<file path="config.mk">
export PLATFORM = sky130hd
export DESIGN_NAME = fetch_flow_control
export DESIGN_NICKNAME = d
export VERILOG_FILES = /design/src/rtl/fetch_flow_control.sv
export SDC_FILE = /design/constraint.sdc
export NUM_CORES = 1
export LEC_CHECK = 0
export CORE_ASPECT_RATIO = 1.25
export CORE_UTILIZATION = 44
export CTS_CLUSTER_DIAMETER = 200
export DETAILED_ROUTE_END_ITERATION = 12
export PLACE_DENSITY = 0.76
export SYNTH_ARGS = -nofsm -noshare
export SYNTH_HDL_FRONTEND = slang
export SYNTH_SLANG_ARGS = --single-unit
</file>
<file path="constraint.sdc">
create_clock -name clk -period 2.2 [get_ports clk]
set_input_delay 0.22 -clock clk [delete_from_list [all_inputs] [get_ports clk]]
set_output_delay 0.22 -clock clk [all_outputs]
set_load 0.02 [all_outputs]
</file>
<file path="src/rtl/fetch_flow_control.sv">
// Fetch/flow stage: drives ROM address from PC, decodes GOTO/BZ/BNZ/CALL/RET into PC loads, forwards the rest.
// Decode is one cycle after fetch; a taken flow costs one squashed slot; no backpressure.
module fetch_flow_control #(
    parameter int PC_WIDTH    = 8,
    parameter int INSTR_WIDTH = 16,
    parameter int STACK_DEPTH = 4
) (
    input  logic                   clk,
    input  logic                   res,
    input  logic [PC_WIDTH-1:0]    pc_in,
    output logic [PC_WIDTH-1:0]    rom_addr,
    input  logic [INSTR_WIDTH-1:0] rom_data,
    input  logic                   zero_flag,
    output logic                   pc_wr_en,
    output logic                   pc_add_offset,
    output logic [PC_WIDTH-1:0]    pc_value,
    output logic [INSTR_WIDTH-1:0] instr_out,
    output logic                   instr_valid,
    output logic                   stack_ovf,
    output logic                   stack_unf
);
    localparam int SP_W  = $clog2(STACK_DEPTH + 1);
    localparam int IDX_W = $clog2(STACK_DEPTH);

    localparam logic [3:0] OP_GOTO = 4'h8;
    localparam logic [3:0] OP_BZ   = 4'h9;
    localparam logic [3:0] OP_BNZ  = 4'hA;
    localparam logic [3:0] OP_CALL = 4'hB;
    localparam logic [3:0] OP_RET  = 4'hC;

    logic [PC_WIDTH-1:0] r_addr;
    logic                r_vld;
    logic                r_boot;
    logic [SP_W-1:0]     r_sp;
    logic [PC_WIDTH-1:0] r_stack [STACK_DEPTH];
    logic                r_ovf;
    logic                r_unf;

    logic [3:0]          w_op;
    logic [PC_WIDTH-1:0] w_imm;
    logic                w_full;
    logic                w_empty;
    logic [IDX_W-1:0]    w_push_idx;
    logic [IDX_W-1:0]    w_top_idx;
    logic                w_take;
    logic                w_add;
    logic [PC_WIDTH-1:0] w_value;
    logic                w_flow;
    logic                w_push;
    logic                w_pop;
    logic                w_set_ovf;
    logic                w_set_unf;

    assign w_op       = rom_data[INSTR_WIDTH-1:INSTR_WIDTH-4];
    assign w_imm      = rom_data[PC_WIDTH-1:0];
    assign w_full     = (r_sp == SP_W'(STACK_DEPTH));
    assign w_empty    = (r_sp == '0);
    assign w_push_idx = IDX_W'(r_sp);
    assign w_top_idx  = IDX_W'(r_sp - SP_W'(1));

    always_comb begin
        w_take    = 1'b0;
        w_add     = 1'b0;
        w_value   = '0;
        w_flow    = 1'b0;
        w_push    = 1'b0;
        w_pop     = 1'b0;
        w_set_ovf = 1'b0;
        w_set_unf = 1'b0;
        if (r_vld && !res) begin
            case (w_op)
                OP_GOTO: begin
                    w_flow  = 1'b1;
                    w_take  = 1'b1;
                    w_value = w_imm;
                end
                // pc_in is already A+1 here, so the relative offset is one short
                OP_BZ, OP_BNZ: begin
                    w_flow  = 1'b1;
                    w_add   = 1'b1;
                    w_value = w_imm - PC_WIDTH'(1);
                    w_take  = (w_op == OP_BZ) ? zero_flag : !zero_flag;
                end
                OP_CALL: begin
                    w_flow    = 1'b1;
                    w_take    = 1'b1;
                    w_value   = w_imm;
                    w_push    = !w_full;
                    w_set_ovf = w_full;
                end
                OP_RET: begin
                    w_flow    = 1'b1;
                    w_take    = !w_empty;
                    w_pop     = !w_empty;
                    w_value   = w_empty ? '0 : r_stack[w_top_idx];
                    w_set_unf = w_empty;
                end
                default: ;
            endcase
        end
    end

    always_ff @(posedge clk) begin
        r_addr <= pc_in;
    end

    always_ff @(posedge clk) begin
        if (res) begin
            r_vld  <= 1'b0;
            r_boot <= 1'b1;
            r_sp   <= '0;
            r_ovf  <= 1'b0;
            r_unf  <= 1'b0;
        end else begin
            r_vld  <= !r_boot && !w_take;
            r_boot <= 1'b0;
            if (w_push) begin
                r_sp <= r_sp + SP_W'(1);
            end else if (w_pop) begin
                r_sp <= r_sp - SP_W'(1);
            end
            if (w_set_ovf) r_ovf <= 1'b1;
            if (w_set_unf) r_unf <= 1'b1;
        end
    end

    // Stack contents need no reset; w_push is already qualified by !res
    always_ff @(posedge clk) begin
        if (w_push) begin
            r_stack[w_push_idx] <= r_addr + PC_WIDTH'(1);
        end
    end

    assign rom_addr      = res ? '0 : pc_in;
    assign pc_wr_en      = w_take;
    assign pc_add_offset = w_take ? w_add : (w_flow ? w_add : 1'b0);
    assign pc_value      = w_value;
    assign instr_out     = res ? '0 : rom_data;
    assign instr_valid   = r_vld && !res && !w_flow;
    assign stack_ovf     = r_ovf && !res;
    assign stack_unf     = r_unf && !res;
endmodule

</file>
==> results.tsv, run 1 <==
metric	value	unit
drt_wl_total	5.18	mm
cts_setup_buffers	0	
placed_cell_area	0.00341	mm2
rsz0062_at_grt	false	
period_share	98.0	%
finalSetupViolCount	0	
initial_utilization	46.6	%
tightest_slew	429	ps
holdBufCountCts	0	
die_y	84.9	um
layout_min_cycle_time	2160	ps
finClkSkew	3.41	ps
crit_path_start_kind	input pin	
overflow	0	
multi_input_area	0.00113	mm2
hp-class	input pin to flip-flop	
post-route-cell-area	0.00351	mm2
yosysTopAreaCellShare	39.7	%
r2r-end	r_stack[1][1]	
cap_violations	0	
async_flop_share	0	%
power	1740	uW
vias_per_cell	5.03	
clkLatencyLatePin	300	ps
cts_tree	yes	
grt_max_degree	31	
initialDrtViolationCount	74	
dp_slack	-401	ps
reg2reg_from	r_vld	
power.share.sequential	55.3	%
layout-drive-gt1-share	25.8	%
firstDrtPassIters	4	
fillCellCount	406	
r2r_cells	5	
slew_headroom	71.3	%
clock_power_share	28.6	%
ys_top_cells_by_count	edfxtp_1 (32), nor2b_1 (26), dfxtp_1 (15), nand2_1 (15), nor2_1 (14)	
critical_path_required	1980	ps
max-vdd-ir-drop	492	uV
routedWlPerCell	14.5	um
crit_path_start	rom_data[2]	
syn_avg_cell_area	12.4	um2
post-dp-hpwl	3.95	mm
rows	29	
synth_cell_type_count	50	
clkTransAtPathRegs	80	ps
synth.most_common_cell	edfxtp_1	
ios	64	
switching_share	23.8	%
place_congestion	0.809	
postRouteAntennaNets	0	
synth-edff-count	32	
grt_usage	19.6	%
crit_type	input pin to primary output	
antenna_found_initial	0	
core_area	0.00519	mm2
postLayoutCoreUtil	67.7	%
diodes	0	
die-area	0.00580	mm2
grt_first_pass_wirelength	8.25	mm
p_int	1330	uW
htree_num_levels	2	
port_buffers	63	
nets	328	
timing.fmax	464	MHz
ys.flop_type	edfxtp_1	
critPathMaxFanout	2	
netlist_area	0.00242	mm2
p_comb_share	16.1	%
grt_pass1_vias	1748	
remaining_drc_errors	0	
reg2reg_slack	440	ps
p_leak	0.00134	uW
layout.area.seq	0.00126	mm2
netlist_instances	195	
ys_top_cells_by_area	edfxtp_1 (40%), dfxtp_1 (12%), mux4_2 (7.4%)	
end_kind	primary output	
ys_warn_count	0	
tns	0	ps
power.switching	415	uW
root_buffer	clkbuf_8	
slew_viol_final	0	
hold_viol	0	
max-clock-path-buffers	2	
area_growth	45.1	%
power_density	496	mW/mm2
num_vias	1797	
ys_seq_elements	47	
synthesis.nets	229	
yosysTopAreaCell	edfxtp_1	
clock_sinks	47	
cts_buffers	5	
hold_start	pc_in[4]	
worstPathArrival	1940	ps
die_w	68.3	um
synth_seq_area_share	52.1	%
status	complete, no violations	
fin_ws	44.6	ps
crit_end	pc_value[7]	
[layout make-up]
cell class	count	area share [%]
clock buffer	5	1.96
inverter	6	0.641
timing repair buffer	99	26.4
sequential	47	35.9
tap	62	2.21
multi-input combinational	135	32.3
clock inverter	3	0.570
[layer usage]
metal / track usage, % / vias to the layer above / wire [um]
li1: - / 905 / -
met1: 20.8 / 826 / 2010
met2: 36.7 / 59 / 2820
met3: 4.30 / 7 / 289
met4: 6.25 / 0 / 68
met5: 0 / - / 0
[flip-flops by register name (all words and copies together), names as in the netlist]
register	count
r_sp	3
r_ovf	1
r_stack	32
r_addr	8
r_vld	1
r_boot	1
r_unf	1
[per-stage QoR]
stage,instances,hold slack (ps)
floorplan,195,248
global placement,349,376
detailed placement,349,385
CTS,357,374
global route,357,372
finish,357,379
[power by group through the flow]
stage | Clock [uW] | Combinational (uW) | Sequential [uW]
2_1_floorplan | 0 | 130 | 983
3_3_place_gp | 0 | 277 | 985
3_5_place_dp | 0 | 282 | 985
4_1_cts | 510 | 282 | 965
5_1_grt | 540 | 304 | 966
6_report | 498 | 281 | 965
[cells by family after synthesis]
group                    Yosys count  share of synthesized area (%)
AND/OR/NAND/NOR                   86                           22.1
adder cells (fa/ha/maj)            7                           3.62
multiplexers                      11                           8.94
flip-flops                        47                           52.1
XOR/XNOR                          12                           4.96
AO/OA/AOI/OAI                     19                           5.69
buffers and inverters             13                           2.53
[critical path: stages]
cell             delay (ps)
clkdlybuf4s50_1         440
or4_4                   560
nor4b_4                 280
xnor2_1                 190
o21ai_2                  90
buf_4                   160
[how the worst min path moves through the flow]
stage,end,cells after the start
2_1_floorplan,r_addr[0],0
3_3_place_gp,r_vld,1
3_5_place_dp,r_vld,1
4_1_cts,r_addr[4],1
5_1_grt,r_addr[0],1
6_report,r_addr[4],1
[what timing repair did]
item	in CTS	in global routing
resized for setup	21	15
endpoints found under the setup margin	10	9
pin swaps	1	0
[placed cells by master, fill, tap and decap left out, types with 2 or more instances in the layout]
cell             count
nand3_1              6
clkbuf_8             5
inv_1                6
and2_1               3
buf_4               34
xnor2_1              6
edfxtp_1            32
o211ai_1             2
nor3_1               2
buf_2                2
nor2b_1             25
xor2_1               4
a21oi_2              2
mux4_2               8
buf_12               3
ha_1                 5
nor2_1              14
nand2b_1             3
dlygate4sd2_1        3
or2_1                2
dlymetal6s2s_1       4
nand2_1             15
o21ai_0              3
nor3b_1              2
dfxtp_1             15
clkdlybuf4s50_1     51
o21ai_1              2
(Power assumes the default switching activity.)
==> inputs of run 2 (changes only) <==
--- a/config.mk
+++ b/config.mk
@@ -5,11 +5,10 @@
 export SDC_FILE = /design/constraint.sdc
 export NUM_CORES = 1
 export LEC_CHECK = 0
-export CORE_ASPECT_RATIO = 1.25
-export CORE_UTILIZATION = 44
+export CORE_UTILIZATION = 25
 export CTS_CLUSTER_DIAMETER = 200
 export DETAILED_ROUTE_END_ITERATION = 12
-export PLACE_DENSITY = 0.76
+export REMOVE_ABC_BUFFERS = 1
 export SYNTH_ARGS = -nofsm -noshare
 export SYNTH_HDL_FRONTEND = slang
 export SYNTH_SLANG_ARGS = --single-unit
==> run 2 against run 1 <==
Against the previous run:
- non-clock buffer count grew 5
- die area grew 74%
- via count grew 0.28%
- register-to-register slack gained 90 ps
- core utilization shrank 29 points
- clock skew grew 3.6 ps
- sequential cell count is the same
- sequential share of layout area shrank 0.84 points
- hold slack lost 11 ps
- clock power grew 11%
==> results.tsv, run 2 (synthesis gave the netlist of run 1 again) <==
metric	value	unit
status	complete, no violations	
layout-drive-gt1-share	27.3	%
reg2reg_slack	530	ps
die_y	100	um
critical_path_required	1980	ps
period_share	96.2	%
place_congestion	0.738	
crit_path_start	rom_data[0]	
clkTransAtPathRegs	90	ps
crit_path_start_kind	input pin	
diodes	0	
tightest_slew	420	ps
clkLatencyLatePin	300	ps
ios	64	
routedWlPerCell	12.6	um
postRouteAntennaNets	0	
power_density	502	mW/mm2
post-route-cell-area	0.00360	mm2
placed_cell_area	0.00351	mm2
firstDrtPassIters	4	
die-area	0.0101	mm2
r2r_cells	6	
crit_path_top_delay_cell	or4_4	
area_growth	48.8	%
crit_top_cell	buf_4	
slew_viol_final	0	
initialDrtViolationCount	60	
final_common_cell	clkdlybuf4s50_1	
cp_slowest_stage_delay	570	ps
reg_top3	r_stack: 32 flops, r_addr: 8 flops, r_sp: 3 flops	
multi_input_area	0.00113	mm2
cap_violations	0	
initial_utilization	25.9	%
rows	35	
p_leak	0.00134	uW
remaining_drc_errors	0	
max-clock-path-buffers	2	
drt_wl_total	5.40	mm
clock_power_share	30.6	%
end_kind	primary output	
hold_viol	0	
cts_buffers	5	
critPathMaxFanout	2	
timing.fmax	472	MHz
r2r-end	r_stack[1][1]	
hp-class	input pin to flip-flop	
grt_max_degree	19	
crit_type	input pin to primary output	
dp_slack	-381	ps
reg2reg_from	r_sp[0]	
htree_num_levels	2	
cts_tree	yes	
core_area	0.00933	mm2
overflow	0	
power.switching	454	uW
grt_first_pass_wirelength	8.87	mm
fin_ws	83.3	ps
max-vdd-ir-drop	351	uV
finalSetupViolCount	0	
p_int	1350	uW
largest_reg_flops	32	
hold_end	r_addr[2]	
root_buffer	clkbuf_8	
clock_sinks	47	
antenna_found_initial	0	
grt_usage	11.4	%
crit_path_cell_trace	clkdlybuf4s50_1 > or4_4 > buf_4 > nor2_1 > o21ai_0 > a21oi_1 > buf_4	
whs_path_depth	1	
grt_pass1_vias	1793	
die_w	100	um
worstPathArrival	1900	ps
nets	333	
p_comb_share	16.0	%
switching_share	25.1	%
holdBufCountCts	0	
num_vias	1802	
rsz0062_at_grt	false	
final_cell_mix	clkdlybuf4s50_1 (52), buf_4 (40), edfxtp_1 (32)	
layout.area.seq	0.00126	mm2
port_buffers	63	
hold_ws	368	ps
slew_headroom	71.8	%
power.share.sequential	53.4	%
hold_start	pc_in[2]	
fillCellCount	904	
finClkSkew	7.06	ps
regMostFlops	r_stack	
post-dp-hpwl	4.26	mm
vias_per_cell	4.20	
layout_min_cycle_time	2120	ps
-- run 2: changes by cell type in the layout (fill, tap and decap cells not counted), moves of 2 or more --
cell / previous run / this run
inv_6: 0 / 2
buf_4: 34 / 40
dlymetal6s2s_1: 4 / 1
ha_1: 5 / 7
a21oi_1: 1 / 3
dlygate4sd2_1: 3 / 1
a21oi_2: 2 / 0
buf_2: 2 / 6
-- run 2: worst max-delay path: cells and delay by family --
| family | cells | cell delay (ps) |
|---|---|---|
| simple gates | 2 | 660 |
| buf+inv | 3 | 740 |
| compound gates | 2 | 280 |
-- run 2: metal layers --
layer | wire (um) | GRT usage [%] | vias up
met5 | 0 | 0 | -
met4 | 51 | 3.01 | 0
met3 | 375 | 3.34 | 5
met2 | 2410 | 18.1 | 69
met1 | 2560 | 15.3 | 818
li1 | - | - | 910
-- run 2: metrics by stage --
step	cells	power, uW	setup TNS, ps	utilization, %
after CTS	429	1830	0	38.6
final	429	1810	0	38.6
after global placement	421	1270	-3910	37.6
after detailed placement	421	1270	-4280	37.6
after floorplan	188	1100	0	-
after global routing	429	1890	0	38.6
-- run 2: worst max path at each step --
stage	end
after floorplan	pc_value[4]
after global placement	pc_value[7]
after detailed placement	pc_value[5]
after CTS	pc_value[0]
after global routing	pc_value[3]
final	pc_value[3]
-- run 2: area by class of cell --
type                       instances  area share (%)
sequential                        47            35.1
multi-input combinational        135            31.4
timing repair buffer             104            25.8
tap                              129            4.48
clock buffer                       5            1.91
clock inverter                     3           0.799
inverter                           6           0.626
-- run 2: power groups by stage --
| stage | logic [uW] | clock network [uW] | registers [uW] |
|---|---|---|---|
| finish | 289 | 552 | 965 |
| global route | 313 | 610 | 966 |
| CTS | 290 | 576 | 965 |
| detailed placement | 288 | 0 | 985 |
| global placement | 284 | 0 | 985 |
| floorplan | 114 | 0 | 984 |
-- run 2: timing repair --
item	CTS	global route
gates resized for setup	33	12
cloned	0	0
setup endpoints to repair	11	9
setup buffers	0	0
pin swaps	1	0
